$ cat src/rtl/psubsb_pipe.sv
// ---------------------------------------------------------------------------
// psubsb_pipe
//   Two-stage pipelined packed saturating subtractor. Each 16-bit operand
//   carries four independent 4-bit two's-complement lanes; every lane of
//   S = A - B is clamped to [-8, 7]. A valid/ready handshake is used on both
//   sides, and a saturating counter tallies delivered results in which at
//   least one lane clamped.
//
// Ports
//   clk        in   clock, rising edge
//   rst        in   asynchronous active-high reset
//   in_valid   in   operand pair A/B valid
//   in_ready   out  operands accepted this cycle (combinational from out_ready)
//   A          in   [15:0] minuend, lane i = A[4i+3:4i]
//   B          in   [15:0] subtrahend, same packing
//   out_valid  out  S / sat_lane valid
//   out_ready  in   downstream accepts S
//   S          out  [15:0] saturated lane differences
//   sat_lane   out  [3:0] per-lane saturation flags
//   sat_count  out  [CNT_W-1:0] count of delivered results with any saturation
//   clr_count  in   synchronous clear of sat_count (wins over an increment)
// ---------------------------------------------------------------------------
module psubsb_pipe #(
    parameter int CNT_W = 8
) (
    input  logic             clk,
    input  logic             rst,
    input  logic             in_valid,
    output logic             in_ready,
    input  logic [15:0]      A,
    input  logic [15:0]      B,
    output logic             out_valid,
    input  logic             out_ready,
    output logic [15:0]      S,
    output logic [3:0]       sat_lane,
    output logic [CNT_W-1:0] sat_count,
    input  logic             clr_count
);

    localparam logic [CNT_W-1:0] CNT_MAX = {CNT_W{1'b1}};

    // Stage 1: raw lane differences and operand sign bits
    logic        r_s1Valid;
    logic [15:0] r_s1Raw;
    logic [3:0]  r_s1SignA;
    logic [3:0]  r_s1SignB;

    // Stage 2: saturated result presented to the consumer
    logic        r_s2Valid;
    logic [15:0] r_s2S;
    logic [3:0]  r_s2Sat;

    logic [CNT_W-1:0] r_satCount;

    logic [15:0] w_raw;
    logic [3:0]  w_signA;
    logic [3:0]  w_signB;
    logic [15:0] w_satS;
    logic [3:0]  w_satFlag;
    logic        w_s2Load;
    logic        w_s1Advance;
    logic        w_inXfer;
    logic        w_outXfer;

    // Handshake: stage 2 can take new data when empty or being drained;
    // stage 1 then advances whenever it holds data, and can refill itself
    // whenever it is empty or advancing.
    assign w_s2Load    = ~r_s2Valid | out_ready;
    assign w_s1Advance = r_s1Valid & w_s2Load;
    assign in_ready    = ~r_s1Valid | w_s1Advance;
    assign w_inXfer    = in_valid & in_ready;
    assign w_outXfer   = r_s2Valid & out_ready;

    // Lane subtraction as A + ~B + 1, computed per 4-bit lane so no borrow
    // can leak into the neighbouring lane; the carry out is simply dropped.
    always_comb begin
        w_raw   = '0;
        w_signA = '0;
        w_signB = '0;
        for (int i = 0; i < 4; i++) begin
            w_raw[4*i +: 4] = A[4*i +: 4] + ~B[4*i +: 4] + 4'd1;
            w_signA[i]      = A[4*i + 3];
            w_signB[i]      = B[4*i + 3];
        end
    end

    // Overflow only occurs when the operand signs differ and the raw result
    // takes the sign of B; the lane is then clamped toward A's sign.
    always_comb begin
        w_satS    = r_s1Raw;
        w_satFlag = '0;
        for (int i = 0; i < 4; i++) begin
            if (!r_s1SignA[i] && r_s1SignB[i] && r_s1Raw[4*i + 3]) begin
                w_satS[4*i +: 4] = 4'b0111;
                w_satFlag[i]     = 1'b1;
            end else if (r_s1SignA[i] && !r_s1SignB[i] && !r_s1Raw[4*i + 3]) begin
                w_satS[4*i +: 4] = 4'b1000;
                w_satFlag[i]     = 1'b1;
            end
        end
    end

    // Stage 1 register: refills on every cycle it is free; a cycle without
    // in_valid loads a bubble (valid low) so nothing spurious moves forward.
    always_ff @(posedge clk or posedge rst) begin
        if (rst) begin
            r_s1Valid <= 1'b0;
            r_s1Raw   <= '0;
            r_s1SignA <= '0;
            r_s1SignB <= '0;
        end else if (in_ready) begin
            r_s1Valid <= in_valid;
            if (w_inXfer) begin
                r_s1Raw   <= w_raw;
                r_s1SignA <= w_signA;
                r_s1SignB <= w_signB;
            end
        end
    end

    // Stage 2 register: holds S and sat_lane steady while the consumer
    // stalls; only real data overwrites the payload.
    always_ff @(posedge clk or posedge rst) begin
        if (rst) begin
            r_s2Valid <= 1'b0;
            r_s2S     <= '0;
            r_s2Sat   <= '0;
        end else if (w_s2Load) begin
            r_s2Valid <= r_s1Valid;
            if (r_s1Valid) begin
                r_s2S   <= w_satS;
                r_s2Sat <= w_satFlag;
            end
        end
    end

    // Saturation-event counter: counts delivered results with any lane
    // clamped, sticks at its maximum, and a clear beats a coincident count.
    always_ff @(posedge clk or posedge rst) begin
        if (rst) begin
            r_satCount <= '0;
        end else if (clr_count) begin
            r_satCount <= '0;
        end else if (w_outXfer && (r_s2Sat != 4'd0) && (r_satCount != CNT_MAX)) begin
            r_satCount <= r_satCount + 1'b1;
        end
    end

    assign out_valid = r_s2Valid;
    assign S         = r_s2S;
    assign sat_lane  = r_s2Sat;
    assign sat_count = r_satCount;

endmodule
$ cat config.mk
export PLATFORM = sky130hd
export DESIGN_NAME = psubsb_pipe
export DESIGN_NICKNAME = d
export VERILOG_FILES = /design/src/rtl/psubsb_pipe.sv
export SDC_FILE = /design/constraint.sdc
export NUM_CORES = 1
export LEC_CHECK = 0
export CAP_MARGIN = 20
export CORE_UTILIZATION = 40
export CTS_CLUSTER_DIAMETER = 40
export DETAILED_ROUTE_END_ITERATION = 8
export PLACE_DENSITY = 0.66
export SETUP_SLACK_MARGIN = 0.05
export SYNTH_ARGS = -nofsm -noshare
export SYNTH_HDL_FRONTEND = slang
export SYNTH_SLANG_ARGS = --single-unit
$ cat constraint.sdc
create_clock -name clk -period 1.8 [get_ports clk]
set_input_delay 0.27 -clock clk [delete_from_list [all_inputs] [get_ports clk]]
set_output_delay 0.27 -clock clk [all_outputs]
set_load 0.02 [all_outputs]
Word level (Yosys, flattened, before mapping)
Cells that the tools add are included.
Operators by class
  add/subtract/negate cells: 9
  magnitude comparators: 0
  equality and inequality tests: 1
  shifts and indexed selects: 0
  multipliers: 0
  div/mod/pow operators: 0
  bitwise operators: 11
  mux-type cells: 18
  reduce and logical (&&, ||, !) cells: 34
Operators with widths (count)
  two-way mux 4 bit: 8
  logical AND 1 bit: 18
  adder 4 x 1 -> 4 bit (second input constant): 4
  adder 4 bit: 4
  two-way mux 8 bit: 2
  inverter 4 bit: 4
  zero test 1 bit: 12
  adder 8 x 1 -> 8 bit (second input constant): 1
  two-way mux 1 bit: 8
  inequality test 8 bit (second input constant): 1
  AND reduction 2 bit: 2
  nonzero test 4 bit: 1
  bitwise AND 1 bit: 3
  inverter 1 bit: 2
  bitwise OR 1 bit: 2
  nonzero test 2 bit: 1
Storage, ports and cells
  memories: 0
  ROM bits: 0
  latch bits: 0
  RAM bits: 0
  register bits after elaboration: 54
  bits of input ports: 37

Depth between registers and ports, before layout
Gate-level depths: netlist of run 1.
  word-level depth: 6
  mapped depth: 6
  depth with buffers taken out: 6

Worst setup path after synthesis of run 1
No wires, ideal clock.
  kind: reg-to-reg
  start point: register r_s2Valid, in the netlist out_valid
  end point: register r_s1SignA[0]
  clock period less this slack: 1.721 ns
  setup slack: 0.079 ns
  arrival: 1.593 ns
  path buffers: 1
  data required time: 1.672 ns
  stages on the path, launching flop included: 5
  path through: dfrtp_1 > nand3b_1 > nand2_2 > buf_2 > mux2_1
On the way
  longest elaborated chain between the ends: 6
RTL lines
  start: declaration: RTL line 49  | logic r_s2Valid;
  start signal: assignment: RTL line 129  | r_s2Valid <= r_s1Valid;
  inverter 1 bit *: RTL line 68  | assign w_s2Load = ~r_s2Valid | out_ready;
  bitwise OR 1 bit *: RTL line 68
  bitwise AND 1 bit *: RTL line 69  | assign w_s1Advance = r_s1Valid & w_s2Load;
  bitwise OR 1 bit *: RTL line 70  | assign in_ready = ~r_s1Valid | w_s1Advance;
  net in_ready: RTL line 29  | output logic in_ready,
  bitwise AND 1 bit: RTL line 71  | assign w_inXfer = in_valid & in_ready;
  AND reduction 2 bit (no source line) *
  end signal: assignment: RTL line 115  | r_s1SignA <= w_signA;
  end: declaration: RTL line 45  | logic [3:0] r_s1SignA;
Mark *: on every way through the listed nets, which the timed path passes. The rest lies on a longest branch.
A chain may end at the register's enable or synchronous reset.

Final worst setup path of run 1
  start point: register r_satCount[0], in the netlist sat_count[0]
  end point: output sat_count[0]
RTL lines
  start: declaration: RTL line 53  | logic [CNT_W-1:0] r_satCount;
  start signal: assignment: RTL line 145  | r_satCount <= r_satCount + 1'b1;
  end: declaration: RTL line 36  | output logic [CNT_W-1:0] sat_count,
No word-level cell between the ends.

==> summary.txt, run 1 <==
Run status
  – Status: complete, no violations

Global route
  – Largest net degree at the start of global routing: 27
  – Global-route wire length before repair: 9729 µm
  – Vias in the first global route: 2,202
  – Tot GR Track Use: 16.65%
  – Aggregate global routing overflow: 0
  – Initial antenna violation count: 0

Power and ir drop
  – Pwr/cell area: 933.9 nW/µm²
  – Leakage: 1.647 nW
  – Peak supply drop: 0.0004847 V

Clock tree
  – Hold buffers post-CTS: 0
  – Longest Clk Path Bufs: 2
  – Worst skew pair latency: 0.30 ns
  – CTS tree: built
  – Clock-pin slew on the worst setup and hold paths: 0.09 ns
  – Clock Tree Root: clkbuf_8
  – Clock sink count: 54
  – Total CTS buffers: 5
  – H-tree level count: 2

Worst setup path
  – Slowest CP cell: clkdlybuf4s50_1
  – Crit start category: flop
  – WP buf/inv: 2
  – Worst path required time: 1.53 ns
  – Worst EP arrival: 1.39 ns
  – Worst path cell trace: buf_4 > clkdlybuf4s50_1
  – Delay-heaviest family, CP: buffers and inverters
  – CP endpoint kind: primary output
  – R2R setup slack: 0.14 ns
  – Slowest stage delay, CP: 0.59 ns
  – WS Path Type: flop to primary output
  – Critical path fanouts, max: 4

Yosys
  – Seq/Total Area, Yosys: 47.31%
  – Net count after synthesis: 341
  – Avg Cell Area, Syn: 9.953 µm²
  – Synth Warn #: 0
  – Post-Synthesis Cell Area: 2856 µm²
  – Yosys cell types: 34
  – Async set or reset register ratio after synthesis: 100.0%
  – Post-synth EDFFs: 0
  – Cell type with the highest aggregate area in the netlist: dfrtp_1
  – Synth cell count leaders: dfrtp_1 (54), nand2_1 (44), inv_1 (19)
  – Synth Register Bits: 54
  – Post-Syn Instances: 287
  – Share of the synthesized area in the top cell type: 47.31%
  – Dominant synthesized flop cell: dfrtp_1
  – Synth top area cells: dfrtp_1 (47%), nand2_1 (5.8%), ha_1 (5.7%), mux2_1 (5.1%), xnor2_1 (3.4%)
  – Most frequent cell after synthesis: dfrtp_1

STA
  – Fin Hold WS: 0.2610 ns
  – Clk_skew: 0.005604 ns
  – Final hold vios: 0
  – Period utilisation layout: 92.40%
  – Final setup fails: 0
  – Max-slew headroom: 75.45%
  – RSZ-0062 raised after global routing: yes
  – Max-slew violations: 0
  – Max Fclk: 601.3 MHz
  – Crit path time final: 1.663 ns
  – Worst Max-Slew Pin Slew: 0.3671 ns

Place
  – Post-DP Area: 3725 µm²
  – DP HPWL: 4492 µm
  – Placed cells: 456
  – Routability congestion estimate: 0.7566
  – PortBufs: 66

Detailed routing
  – Drt total wl: 5649 µm
  – Drc violations: 0
  – Initial DRC count: 74
  – Via count: 2,246
  – DRT Pass-1 Iters: 7
  – WL/cell: 12.20 µm
  – Post-route ant nets: 0
  – Vias per cell: 4.851

Floorplan
  – Die Ht: 86.51 µm
  – Die X-Extent: 86.51 µm
  – Ports: 67
  – Core ar.: 6832 µm²
  – Die ar.: 7483 µm²
  – Starting Density: 41.81%
  – Row cnt: 30

Cells and area
  – ANT cells: 0
  – Flip-flop and latch area: 1353 µm²
  – Final Non-Filler Cells: 463
  – NumNets Final: 421
  – Area grow syn2layout: 33.33%
  – Layout cells sized above 1: 8.719%
  – Cell area after layout: 3809 µm²
  – Multi-input logic area: 1384 µm²
  – Filler cell count: 653

Hold path
  – HP Class: primary input to async pin

Flow run
  – Max-cap violations: 0
[timing repair]
action | 4_1_cts | 5_1_grt
resized for setup | 1 | 3
setup endpoints to repair | 1 | 6
buffers inserted | 0 | 0
[worst reg2reg max path: cells and delay by family (launching register included)]
kind            cells  cell delay (ns)
buf+inv             1             0.22
simple gates        2             0.40
flops               1             0.43
fa+ha+maj           1             0.22
compound gates      2             0.32
[flip-flops by register name, indices dropped and copies added, names as in the netlist]
name,cells
r_s1Valid,1
r_s1SignA,4
out_valid,1
S,16
r_s1Raw,16
sat_lane,4
r_s1SignB,4
sat_count,8
[per-stage QoR]
| stage | power (mW) | TNS [ns] | util [%] | worst slack [ns] |
|---|---|---|---|---|
| global placement | 2.932 | -0.02552 | 54.52 | -0.009747 |
| finish | 3.557 | 0 | 55.75 | 0.1368 |
| CTS | 3.609 | 0 | 55.62 | 0.05670 |
| floorplan | 2.380 | 0 | - | 0.07912 |
| detailed placement | 2.968 | -0.2347 | 54.52 | -0.08529 |
| global route | 3.812 | 0 | 55.75 | 0.03074 |
[layout by cell type, fill, tap and decap left out, types with 2 or more instances in the layout]
master           instances
a21oi_1                 18
nand3_1                  2
inv_1                   18
a21oi_2                  3
nand2_1                 44
clkbuf_1                 2
buf_4                   14
nand3b_1                 4
or3_1                    5
o31ai_1                 11
fa_1                     4
clkbuf_8                 5
clkdlybuf4s50_1         65
mux2i_1                  2
o21ai_0                 16
dfrtp_1                 53
xnor2_1                 11
nor2b_1                  5
xor2_1                   2
buf_12                   2
mux2_1                  13
o21ai_1                 18
nand2b_1                 7
nor2_1                  15
ha_1                    12
and4_1                   2
[logic make-up (layout without fill, tap and decap cells)]
kind of cell    count (synthesis)  after routing  share of synthesized area, %
fa+ha+maj                      18             18                         8.848
mux                            15             15                         5.826
buf+inv                        28            108                         4.511
simple gates                   90             90                         15.20
compound gates                 69             69                         14.32
flops                          54             54                         47.31
xor+xnor                       13             13                         3.986
[final cells by class]
cell class                      count  share of cell area (%)
Multi-Input combinational cell    205                   36.33
Sequential cell                    54                   35.51
Timing Repair Buffer               82                   21.12
Tap cell                           96                   3.154
Clock buffer                        7                   2.004
Inverter                           19                   1.873
[layer usage]
layer,part of all wire (%),track usage (%)
met1,44,20.37
met2,51,30.23
met3,4.6,3.429
met4,0.90,3.636
met5,0,0
[power breakdown]
group	switching (mW)	leakage [nW]	internal (mW)
Sequential	0.210	0.673	1.46
Clock	0.362	0.0383	0.269
Combinational	0.612	0.936	0.645
[path summary, 6_finish.rpt]
check	cells after the start	to	from
setup / recovery	2	sat_count[0]	sat_count[0]$_DFFE_PP0P_
hold / removal	2	sat_count[7]$_DFFE_PP0P_	rst
setup reg to reg	6	sat_count[2]$_DFFE_PP0P_	sat_count[1]$_DFFE_PP0P_
hold reg to reg	2	S[10]$_DFFE_PP0P_	S[10]$_DFFE_PP0P_
max in group asynchronous	3	r_s1Raw[15]$_DFFE_PP0P_	rst
min in group clk	2	S[10]$_DFFE_PP0P_	S[10]$_DFFE_PP0P_
Power figures use the tool's default switching activity.
==> inputs of run 2 (changes only) <==
==> constraint.sdc (replaced) <==
create_clock -name clk -period 1.8 [get_ports clk]
set_input_delay 0.27 -clock clk [delete_from_list [all_inputs] [get_ports clk]]
set_output_delay 0.27 -clock clk [all_outputs]
set_load 0.005 [all_outputs]
==> summary.txt, run 2 (synthesis gave the netlist of run 1 again) <==
Detailed routing
  – Initial DRC count: 44 (-41%)
  – Vias per cell: 4.913 (+1.3%)
  – Drc violations: 0 (unchanged)
  – Routed wl met2: 2745 µm (-4.0%)
  – DR top layer: met4
  – Met3 wire len: 215 µm (-17%)
  – WL/cell: 12.26 µm (+0.52%)
  – Post-route ant nets: 0 (unchanged)
  – Routed met1 length: 2605 µm (+5.2%)
  – Via count: 2,265 (+0.85%)
  – Drt total wl: 5654 µm (about the same)
  – DRT Pass-1 Iters: 4 (-3)

Power and ir drop
  – Sw Pwr: 1.023 mW (-14%)
  – Clock power share: 19.7% (+2.0 points)
  – Sequential share of power: 48.7% (+1.8 points)
  – Combinational share of power: 31.6% (-3.7 points)
  – Peak supply drop: 0.0004437 V (-8.5%)
  – Internal Pwr Total: 2.410 mW (+1.5%)
  – Pwr/cell area: 900.0 nW/µm² (-3.6%)
  – Leakage: 1.653 nW (+0.37%)
  – Net Sw Frac: 29.81% (-3.5 points)

Run status
  – Status: complete, no violations

STA
  – Clk_skew: 0.009632 ns (+0.004028 ns)
  – Worst Max-Slew Pin Slew: 0.3820 ns (+0.01488 ns)
  – Final hold vios: 0 (unchanged)
  – Max-slew headroom: 74.46% (-1.0 points)
  – Final setup fails: 0 (unchanged)
  – Max-slew violations: 0 (unchanged)
  – Crit path time final: 1.681 ns (+0.01814 ns)
  – RSZ-0062 raised after global routing: no
  – Period utilisation layout: 93.41% (+1.0 points)
  – Max Fclk: 594.8 MHz (-1.1%)
  – Fin Hold WS: 0.2128 ns (-0.04819 ns)

Floorplan
  – Starting Density: 41.81% (unchanged)
  – Core ar.: 6832 µm² (unchanged)
  – Row cnt: 30 (unchanged)
  – Die X-Extent: 86.51 µm (unchanged)
  – Ports: 67 (unchanged)
  – Die Ht: 86.51 µm (unchanged)
  – Die ar.: 7483 µm² (unchanged)

Clock tree
  – Clock Tree Root: clkbuf_8
  – CTS tree: built
  – Clock-pin slew on the worst setup and hold paths: 0.10 ns (about the same)
  – Total CTS buffers: 5 (unchanged)
  – Worst skew pair latency: 0.30 ns (about the same)
  – Longest Clk Path Bufs: 2 (unchanged)
  – H-tree level count: 2 (unchanged)
  – Hold buffers post-CTS: 0 (unchanged)
  – Clock sink count: 54 (unchanged)

Global route
  – Initial antenna violation count: 0 (unchanged)
  – Tot GR Track Use: 16.08% (-0.57 points)
  – Largest net degree at the start of global routing: 46 (+70%)
  – Vias in the first global route: 2,268 (+3.0%)
  – Global-route wire length before repair: 9528 µm (-2.1%)
  – Aggregate global routing overflow: 0 (unchanged)

Cells and area
  – NumNets Final: 418 (-0.71%)
  – ANT cells: 0 (unchanged)
  – Layout cells sized above 1: 8.219% (-0.50 points)
  – Cell area after layout: 3815 µm² (+0.16%)
  – Most frequent cells in the layout: clkdlybuf4s50_1 (65), dfrtp_1 (54), nand2_1 (44)
  – Area grow syn2layout: 33.55%
  – Most common cell after layout, fill and taps aside: clkdlybuf4s50_1

Worst setup path
  – Worst EP arrival: 1.41 ns (+0.02 ns)
  – CP endpoint kind: primary output
  – Delay-heaviest family, CP: buffers and inverters
  – WS Path Type: flop to primary output
  – Worst path required time: 1.53 ns (about the same)
  – WP buf/inv: 1 (-1)
  – Crit start category: flop
  – Slowest CP cell: clkdlybuf4s50_1
  – Critical path fanouts, max: 5 (+1)
  – Worst path cell trace: nand3b_1 > clkdlybuf4s50_1
  – Slowest stage delay, CP: 0.51 ns (-0.08 ns)

Place
  – PortBufs: 66 (unchanged)
  – Post-DP Area: 3680 µm² (-1.2%)
  – DP HPWL: 4343 µm (-3.3%)
  – Routability congestion estimate: 0.7528 (-0.50%)

Flow run
  – Max-cap violations: 0 (unchanged)

Hold path
  – HP Class: primary input to async pin
==> run 2: worst paths after layout <==
path	cells after the start	start	slack, ns	endpoint
max	2	out_valid$_DFFE_PP0P_	0.12	in_ready
min	2	rst	0.21	sat_count[2]$_DFFE_PP0P_
max reg2reg	5	sat_count[1]$_DFFE_PP0P_	0.15	sat_count[7]$_DFFE_PP0P_
min reg2reg	2	S[9]$_DFFE_PP0P_	0.49	S[9]$_DFFE_PP0P_
max in group asynchronous	3	rst	1.06	sat_lane[3]$_DFFE_PP0P_
min in group clk	3	out_ready	0.44	out_valid$_DFFE_PP0P_
==> run 2: routing by layer <==
layer  up-vias  global-route usage [%]
li1       1140                       -
met1      1069                   18.98
met2        49                   29.73
met3         7                   2.857
met4         0                   4.848
met5         -                       0
==> run 2: final cells by class <==
type                    count  area (µm²)
fillers                   644        3017
multi-input cells         206        1399
flip-flops and latches     54        1351
repair buffers             78       782.0
well taps                  96       120.1
clock buffers               7       86.33
inverters                  19       71.32
clock inverters             1       5.005
==> run 2: timing repair <==
item / in CTS / in global routing
hold endpoints to repair: 0 / 0
gates cloned: 0 / 1
pin swaps: 0 / 1
endpoints found under the setup margin: 2 / 4
gates resized for setup: 0 / 4
setup buffers: 2 / 0
==> run 2: worst register-to-register path, cell delays in order (launching register included) <==
cell and delay (ns):
dfrtp_1 0.41, ha_2 0.21, nand3_2 0.12, o2111ai_4 0.17, or4_1 0.50, a21oi_1 0.16
==> run 2: power groups by stage <==
stage          Sequential [mW]  Combinational [mW]  Clock (mW)
5_1_grt                   1.71                1.21       0.755
6_report                  1.67                1.08       0.678
4_1_cts                   1.67                1.09       0.713
3_5_place_dp              1.70                1.08           0
2_1_floorplan             1.66               0.554           0
3_3_place_gp              1.69                1.05           0
==> run 2: through the flow <==
| stage | TNS [ns] | total power [mW] | setup slack, ns | utilization, % | std cells |
|---|---|---|---|---|---|
| 2_1_floorplan | 0 | 2.212 | 0.1871 | - | 287 |
| 3_3_place_gp | -0.03654 | 2.743 | -0.01648 | 53.86 | 450 |
| 3_5_place_dp | -0.1865 | 2.773 | -0.06673 | 53.86 | 450 |
| 4_1_cts | 0 | 3.475 | 0.05771 | 55.42 | 460 |
| 5_1_grt | 0 | 3.678 | 0.05173 | 55.84 | 461 |
| 6_report | 0 | 3.433 | 0.1187 | 55.84 | 461 |
==> inputs of run 3 (changes only) <==
==> constraint.sdc (replaced) <==
create_clock -name clk -period 1.9 [get_ports clk]
set_input_delay 0.285 -clock clk [delete_from_list [all_inputs] [get_ports clk]]
set_output_delay 0.285 -clock clk [all_outputs]
set_load 0.005 [all_outputs]
==> summary.txt, run 3 (synthesis gave the netlist of run 1 again) <==
Run status
  – Status: complete, no violations

Clock tree
  – Worst skew pair latency: 0.30 ns (about the same)
  – CTS resizes: 0 (unchanged)
  – Total CTS buffers: 5 (unchanged)
  – H-tree level count: 2 (unchanged)
  – Hold buffers post-CTS: 0 (unchanged)
  – Clock sink count: 54 (unchanged)
  – Clock-pin slew on the worst setup and hold paths: 0.09 ns (about the same)
  – CTS tree: built
  – Clock Tree Root: clkbuf_8
  – Longest Clk Path Bufs: 2 (unchanged)

Detailed routing
  – Post-route ant nets: 0 (unchanged)
  – Initial DRC count: 71 (+61%)
  – DRT Pass-1 Iters: 4 (unchanged)
  – Drc violations: 0 (unchanged)
  – WL/cell: 12.09 µm (-1.4%)
  – Via count: 2,218 (-2.1%)
  – Drt total wl: 5575 µm (-1.4%)
  – Vias per cell: 4.811 (-2.1%)

Floorplan
  – Row cnt: 30 (unchanged)
  – Starting Density: 41.81% (unchanged)
  – Die ar.: 7483 µm² (unchanged)
  – Core ar.: 6832 µm² (unchanged)
  – Die Ht: 86.51 µm (unchanged)
  – Ports: 67 (unchanged)
  – Die X-Extent: 86.51 µm (unchanged)

Cells and area
  – Layout cells sized above 1: 7.671% (-0.55 points)
  – NumNets Final: 418 (unchanged)
  – Area grow syn2layout: 33.16%
  – ANT cells: 0 (unchanged)
  – Most frequent cells in the layout: clkdlybuf4s50_1 (66), dfrtp_1 (54), nand2_1 (44)
  – Most common cell after layout, fill and taps aside: clkdlybuf4s50_1
  – Post-layout util: 55.68% (-0.16 points)

Worst setup path
  – Reg2reg end: sat_count[4]$_DFFE_PP0P_
  – Worst EP arrival: 2.00 ns (+0.59 ns)
  – Slowest CP cell: dfrtp_1
  – Slowest stage delay, CP: 0.42 ns (-0.09 ns)
  – CP endpoint kind: flop
  – Crit start category: flop
  – Crit path launch: sat_count[1]$_DFFE_PP0P_
  – Worst path cell trace: ha_1 > nand3_1 > o2111ai_4 > clkbuf_2 > or3_1 > a21oi_2
  – R2R depth: 6 (+1)
  – R2R setup slack: 0.13 ns (-0.02 ns)
  – WS Path Type: flop to flop
  – Worst path required time: 2.12 ns (+0.59 ns)
  – Critical path fanouts, max: 6 (+1)
  – RR Startpoint: sat_count[1]$_DFFE_PP0P_

Global route
  – Vias in the first global route: 2,194 (-3.3%)
  – Largest net degree at the start of global routing: 37 (-20%)
  – Aggregate global routing overflow: 0 (unchanged)
  – Global-route wire length before repair: 9680 µm (+1.6%)
  – Tot GR Track Use: 16.43% (+0.35 points)
  – Initial antenna violation count: 0 (unchanged)

Power and ir drop
  – Peak supply drop: 0.0004195 V (-5.5%)
  – Pwr/cell area: 854.5 nW/µm² (-5.1%)
  – Leakage: 1.650 nW (-0.14%)

Hold path
  – HP Class: primary input to async pin

Place
  – DP HPWL: 4329 µm (-0.34%)
  – PortBufs: 66 (unchanged)
  – Routability congestion estimate: 0.7407 (-1.6%)

STA
  – Setup TNS Final: 0 ns (unchanged)
  – Final setup fails: 0 (unchanged)
  – Worst Max-Slew Pin Slew: 0.4158 ns (+0.03385 ns)
  – Max-slew headroom: 72.24% (-2.2 points)
  – Crit path time final: 1.773 ns
  – Max Fclk: 564.1 MHz
  – Final hold vios: 0 (unchanged)
  – Period utilisation layout: 93.30%
  – Max-slew violations: 0 (unchanged)
  – RSZ-0062 raised after global routing: yes
  – Clk_skew: 0.004860 ns (-0.004772 ns)

Flow run
  – Max-cap violations: 0 (unchanged)
-- run 3: changes by cell type in the layout (fill, tap and decap cells not counted), sizes merged --
cell           delta
clkbuf            +1
dlymetal6s2s      -1
o2111ai           -1
clkdlybuf4s50     +1
-- run 3: worst max-delay path by stage --
stage | slack, ns | endpoint
floorplan | 0.29 | sat_count[3]$_DFFE_PP0P_
global placement | 0.06 | r_s1Raw[5]$_DFFE_PP0P_
detailed placement | 0.03 | r_s1Raw[1]$_DFFE_PP0P_
CTS | 0.08 | in_ready
global route | 0.04 | sat_count[4]$_DFFE_PP0P_
finish | 0.13 | sat_count[4]$_DFFE_PP0P_
-- run 3: per-layer routing --
metal	global-route usage (%)	routed length (µm)	up-vias
li1	-	-	1128
met1	20.75	2553	1025
met4	4.545	65	0
met3	3.429	235	9
met2	28.57	2721	56
met5	0	0	-
-- run 3: layout make-up --
cell class | count | area, µm²
clock inverters | 1 | 5.005
well taps | 96 | 120.1
fillers | 666 | 3028
multi-input cells | 205 | 1376
clock buffers | 7 | 86.33
flip-flops and latches | 54 | 1351
repair buffers | 79 | 793.3
inverters | 19 | 71.32
-- run 3: stage by stage --
step / cells / hold WS, ns / power [mW] / cell area (µm²) / worst slack, ns
final: 461 / 0.2976 / 3.250 / 3804 / 0.1272
after global routing: 461 / 0.3186 / 3.498 / 3804 / 0.03577
after CTS: 457 / 0.3036 / 3.277 / 3776 / 0.08366
after detailed placement: 449 / 0.4698 / 2.623 / 3685 / 0.02558
after global placement: 449 / 0.4670 / 2.600 / 3685 / 0.06363
after floorplan: 287 / 0.3934 / 2.096 / 2856 / 0.2871
-- run 3: critical path, delay by kind of cell, from the launching register on --
| kind | cells | cell delay [ns] |
|---|---|---|
| adders and majority gates | 1 | 0.25 |
| and+or+nand+nor | 2 | 0.52 |
| AOI/OAI and AO/OA | 2 | 0.32 |
| buffers and inverters | 1 | 0.19 |
| DFF | 1 | 0.42 |
-- run 3: report_power, final --
group          total [mW]  switching (mW)  internal, mW
sequential           1.58           0.194          1.38
clock               0.646           0.351         0.295
combinational        1.03           0.417         0.610
-- run 3: repair_timing --
item / CTS / global route
buffers inserted: 0 / 4
hold endpoints to repair: 0 / 0
endpoints found under the setup margin: 0 / 2
